**config.mk**
```make
export PLATFORM = sky130hd
export DESIGN_NAME = hazard_scoreboard
export DESIGN_NICKNAME = d
export VERILOG_FILES = /design/src/rtl/hazard_scoreboard.sv
export SDC_FILE = /design/constraint.sdc
export NUM_CORES = 1
export LEC_CHECK = 0
export BUFFER_PORTS_ARGS = -buffer_cell sky130_fd_sc_hd__buf_2
export CAP_MARGIN = 15
export CORE_AREA = 2 2 67 69
export DETAILED_ROUTE_END_ITERATION = 10
export DIE_AREA = 0 0 69 71
export GPL_ROUTABILITY_DRIVEN = 0
export GPL_TIMING_DRIVEN = 0
export PLACE_DENSITY = 0.76
export SETUP_SLACK_MARGIN = 0.02
export SYNTH_ARGS = -nofsm -noshare
export SYNTH_HDL_FRONTEND = slang
export SYNTH_SLANG_ARGS = --single-unit
```
**constraint.sdc**
```tcl
create_clock -name clk -period 2.2 [get_ports clk]
set_input_delay 0.11 -clock clk [delete_from_list [all_inputs] [get_ports clk]]
set_output_delay 0.11 -clock clk [all_outputs]
set_load 0.005 [all_outputs]
```
**src/rtl/hazard_scoreboard.sv**
```systemverilog
// Decode-stage hazard scoreboard: tracks in-flight writers, raises a registered stall and
// (when HAZARD_FWD_EN is defined) selects forwarding sources for rs/rt.
module hazard_scoreboard #(
  parameter int DEPTH = 2,
  parameter int CNT_W = 16
) (
  input  logic             clk,
  input  logic             reset,
  input  logic [31:0]      instr_in,
  input  logic             instr_valid,
  input  logic             flush,
  output logic             stall_out,
  output logic [3:0]       fwd_rs_sel,
  output logic [3:0]       fwd_rt_sel,
  output logic [CNT_W-1:0] stall_count
);

  function automatic logic [CNT_W-1:0] sat_inc(input logic [CNT_W-1:0] c);
    return (&c) ? c : c + 1'b1;
  endfunction

  logic [5:0] opcode;
  logic [4:0] rs, rt, rd;
  assign opcode = instr_in[31:26];
  assign rs     = instr_in[25:21];
  assign rt     = instr_in[20:16];
  assign rd     = instr_in[15:11];

  logic       reads_rs, reads_rt, is_load;
  logic [4:0] dest;

  always_comb begin
    reads_rs = 1'b0;
    reads_rt = 1'b0;
    is_load  = 1'b0;
    dest     = 5'd0;
    if (opcode[5:3] == 3'b001) begin
      reads_rs = 1'b1;
      dest     = rt;
    end else if (opcode[5:3] == 3'b100) begin
      reads_rs = 1'b1;
      dest     = rt;
      is_load  = 1'b1;
    end else if (opcode[5:2] == 4'b1010 || opcode[5:1] == 5'b00010) begin
      reads_rs = 1'b1;
      reads_rt = 1'b1;
    end else if (opcode[5:1] == 5'b00011 || opcode == 6'b000001) begin
      reads_rs = 1'b1;
    end else if (opcode == 6'b000000) begin
      reads_rs = 1'b1;
      reads_rt = 1'b1;
      dest     = rd;
    end else if (opcode == 6'b000011) begin
      dest     = 5'd31;
    end
  end

  logic [DEPTH-1:0][4:0] slot_dest;
  logic [DEPTH-1:0]      slot_load;

  logic       rs_hit, rt_hit;
  logic [3:0] rs_idx, rt_idx;

  // Walk oldest to youngest so the lowest matching index wins.
  always_comb begin
    rs_hit = 1'b0;
    rt_hit = 1'b0;
    rs_idx = 4'd0;
    rt_idx = 4'd0;
    for (int k = DEPTH - 1; k >= 0; k--) begin
      if (reads_rs && rs != 5'd0 && rs == slot_dest[k]) begin
        rs_hit = 1'b1;
        rs_idx = 4'(k);
      end
      if (reads_rt && rt != 5'd0 && rt == slot_dest[k]) begin
        rt_hit = 1'b1;
        rt_idx = 4'(k);
      end
    end
  end

  logic rs_stall, rt_stall, live, stall;
  logic unused_sink;

`ifdef HAZARD_FWD_EN
  assign rs_stall    = rs_hit && rs_idx == 4'd0 && slot_load[0];
  assign rt_stall    = rt_hit && rt_idx == 4'd0 && slot_load[0];
  assign unused_sink = ^{instr_in[10:0], slot_load};
`else
  assign rs_stall    = rs_hit;
  assign rt_stall    = rt_hit;
  assign unused_sink = ^{instr_in[10:0], slot_load, rs_idx, rt_idx};
`endif

  assign live  = instr_valid && !flush;
  assign stall = live && (rs_stall || rt_stall);

  always_ff @(posedge clk) begin
    if (reset) begin
      slot_dest   <= '0;
      slot_load   <= '0;
      stall_out   <= 1'b0;
      stall_count <= '0;
    end else begin
      for (int k = DEPTH - 1; k > 0; k--) begin
        slot_dest[k] <= slot_dest[k-1];
        slot_load[k] <= slot_load[k-1];
      end
      slot_dest[0] <= (live && !stall) ? dest : 5'd0;
      slot_load[0] <= live && !stall && is_load;
      stall_out    <= stall;
      stall_count  <= stall_out ? sat_inc(stall_count) : stall_count;
    end
  end

`ifdef HAZARD_FWD_EN
  always_ff @(posedge clk) begin
    if (reset) begin
      fwd_rs_sel <= 4'd0;
      fwd_rt_sel <= 4'd0;
    end else begin
      fwd_rs_sel <= (live && !stall && rs_hit) ? rs_idx + 4'd1 : 4'd0;
      fwd_rt_sel <= (live && !stall && rt_hit) ? rt_idx + 4'd1 : 4'd0;
    end
  end
`else
  assign fwd_rs_sel = 4'd0;
  assign fwd_rt_sel = 4'd0;
`endif

endmodule

```
==> metrics.md <==
| Metric | Value |
|---|---|
| Max incr delay on CP | `0.57 ns` |
| Num CTS Buffers | `3` |
| ANT cells | `0` |
| CTS H-Tree Depth | `1` |
| Unrepaired setup endpoints after global routing | `false` |
| Final WL | `3470 um` |
| Clk root buf | `clkbuf_8` |
| Clock share of power | `31.2%` |
| Crit path cell chain | `ha_1, nand4_1, o41ai_4, nor2_1, xnor2_1, nor2_1` |
| CTS Hold Buffers Added | `0` |
| First-pass GRT wire length | `5890 um` |
| DRC viols | `0` |
| Synth Flop Type | `dfxtp_1` |
| R2R setup slack | `0.30 ns` |
| Max cap viols | `0` |
| Gr usage total | `14.4%` |
| Sequential fraction of the synthesis area | `34.0%` |
| Initial antenna violation count | `0` |
| Post-CTS Resized | `0` |
| Hold slack | `0.0426 ns` |
| FF-to-FF End | `stall_count[6]` |
| Pre-Repair DR Iteration Count | `4` |
| Die Ht | `71 um` |
| Starting Density | `37.8%` |
| Std cell rows | `24` |
| Clock slew at reported path FFs | `0.09 ns` |
| Share of layout cells above drive strength 1 | `25.6%` |
| Vias | `1,442` |
| Fraction of registers with async set/reset | `0%` |
| FILL cells | `428` |
| Largest net degree at the start of global routing | `16` |
| Highest metal used | `met4` |
| Port bufs | `39` |
| Switching power | `207 uW` |
| Fmax | `527 MHz` |
| Worst Reg-to-Reg Cells | `6` |
| CP Max Fanout | `7` |
| Status | `complete, no violations` |
| Adder-Cell Fraction of Synth Area | `0.787%` |
| Initial DRC count | `41` |
| PD cells | `457 nW/um2` |
| Crit end category | `flip-flop` |
| Hold Crit Class | `input pin to flip-flop` |
| Post-Syn Area per Cell | `8.46 um2` |
| Required time of the critical path | `2.34 ns` |
| P_int | `672 uW` |
| Post-DP HPWL | `2780 um` |
| Cells after Synth | `188` |
| Critical R2R Launch | `stall_count[0]` |
| Area leader, netlist | `dfxtp_1` |
| Non-filler cells in the finished layout | `290` |
| Register area | `541 um2` |
| Setup violators final | `0` |
| Period Utilization, post-route | `86.3%` |
| Area Growth Syn to Fin | `20.9%` |
| YS warnings | `0` |
| Setup_tns | `0 ns` |
| Max IR drop VDD | `0.202 mV` |
| Setup Buffers After CTS | `0` |
| Crit path to | `stall_count[6]` |
| Post-Synthesis Cell Area | `1590 um2` |
| Synth area leaders | `dfxtp_1 34%, xnor2_1 16%, nor2_1 5.2%` |
| Number of top-level pins | `61` |
| Switching Fraction | `23.6%` |
| Post-synth EDFFs | `0` |
| CP max stage cell | `o41ai_4` |
| Slew @ Worst Pin | `0.623 ns` |
| Routed len/inst | `12.0 um` |
| Worst-skew pair later-pin latency | `0.27 ns` |
| Slew headroom | `58.4%` |
| Clk sinks | `27` |
| WL met3 | `140 um` |
| Synth Area in XOR/XNOR | `17.1%` |
| Post-synthesis compound-gate area fraction | `11.3%` |
| M1 wire length | `1580 um` |
| Vias in the first global route | `1,310` |
| Setup Skew | `0.00163 ns` |
| Most common cell on crit path | `nor2_1` |
| Nets | `276` |
| Die Wd | `69 um` |
| CP arrival | `2.04 ns` |
| CTS tree | `yes` |
| Pleak | `0.000745 uW` |
| Worst setup SP type | `flip-flop` |
| Critical Path Start | `stall_count[0]` |
| Hold Vio Cnt, Final | `0` |
| Largest family of logic cells by synthesized area | `simple AND/OR/NAND/NOR gates` |
| Final ANT Viol Nets | `0` |
| Area of the multi-input gates | `991 um2` |
| Max Slew Vio Count | `0` |
| Core Footprint | `4200 um2` |
| Sequential Power Share | `56.1%` |
| Proportion of synthesized area in mux cells | `0.629%` |
| Register bit total from synthesis | `27` |
| Clock buffer depth | `2` |
| Met2 WL | `1710 um` |
| Drt via density | `4.97` |
| Comb power frac | `12.8%` |
| Final min period | `1.90 ns` |
| Share of the synthesized area in the top cell type | `34.0%` |
| Synth Area in Simple Gates | `30.6%` |
| Dpl cells | `286` |
| Critical path class | `flip-flop to flip-flop` |
| Cell variety after synth | `37` |
| GRT Residual Overflow | `0` |
| Die ar. | `4900 um2` |
==> metal layers <==
layer	vias up	global-route usage (%)
li1	751	-
met1	654	18.7
met2	32	24.9
met3	5	1.42
met4	0	5.23
met5	-	0
==> cell usage in the layout (no fill, tap or decap), drive strengths merged, types with 7 or more instances in the layout <==
master,synthesis,routed
nor2,22,22
nor4,7,7
xnor2,29,29
conb,1,8
nor3,7,7
buf,10,49
nand3,7,7
nand2,17,17
dfxtp,27,27
==> registers in the layout (all words and copies together) (netlist names) <==
register	count
stall_out	1
stall_count	16
slot_dest	10
==> stage by stage <==
step / total power, uW / instance area (um2) / worst slack [ns] / utilization [%]
2_1_floorplan: 573 / 1620 / 0.508 / -
3_3_place_gp: 614 / 1880 / 0.338 / 44.6
3_5_place_dp: 617 / 1880 / 0.279 / 44.6
4_1_cts: 889 / 1920 / 0.270 / 45.7
5_1_grt: 927 / 1920 / 0.108 / 45.7
6_report: 880 / 1920 / 0.302 / 45.7
==> cell usage after synthesis, types with 2 or more instances <==
cell,count
nor4_1,6
a31oi_1,3
nor2b_1,6
dfxtp_1,27
or3_1,3
buf_2,2
xor2_1,2
nand3_1,7
nand4_1,3
nor3_1,7
o21ai_0,5
nor3b_1,2
buf_4,8
or4_1,3
a21oi_1,6
and2_1,3
o22ai_1,2
clkbuf_1,3
o2bb2ai_1,5
nand4_2,2
nand2_1,17
and4_1,2
nor2_1,22
xnor2_1,29
==> final cells by class <==
type / count / area share (%)
clock buffer: 3 / 2.15
tap: 52 / 3.38
multi-input combinational: 154 / 51.5
inverter: 1 / 0.195
sequential: 27 / 28.1
buffer: 13 / 4.23
clock inverter: 1 / 0.260
timing repair buffer: 39 / 10.1
==> worst min path at each step <==
stage	startpoint	to	slack [ns]	depth (start not counted)
after floorplan	reset	slot_dest[5]	0.18	1
after global placement	reset	slot_dest[5]	0.33	2
after detailed placement	reset	slot_dest[5]	0.33	2
after CTS	reset	slot_dest[5]	0.04	2
after global routing	reset	slot_dest[5]	0.05	2
final	reset	slot_dest[5]	0.04	2
==> cells by family (layout without fill, tap and decap cells) <==
logic type / Yosys count / in the layout
xor gates and xnor gates: 31 / 31
adders and majority gates: 1 / 1
and+or+nand+nor: 88 / 88
DFF: 27 / 27
buffers and inverters: 14 / 57
muxes: 1 / 1
other: 1 / 8
AOI/OAI and AO/OA: 25 / 25
==> worst max-delay path, delay by kind of cell, from the launching register on <==
family / cells / cell delay [ns]
adder cells (fa/ha/maj): 1 / 0.22
AND/OR/NAND/NOR: 3 / 0.45
AO/OA/AOI/OAI: 1 / 0.57
flip-flops: 1 / 0.38
XOR/XNOR: 1 / 0.15
==> power groups by stage <==
stage | Combinational (uW) | Sequential [uW] | Clock, uW
global placement | 109 | 505 | 0
floorplan | 68.6 | 504 | 0
CTS | 113 | 493 | 283
finish | 112 | 493 | 274
detailed placement | 112 | 505 | 0
global route | 125 | 494 | 308
(Power assumes the default switching activity.)
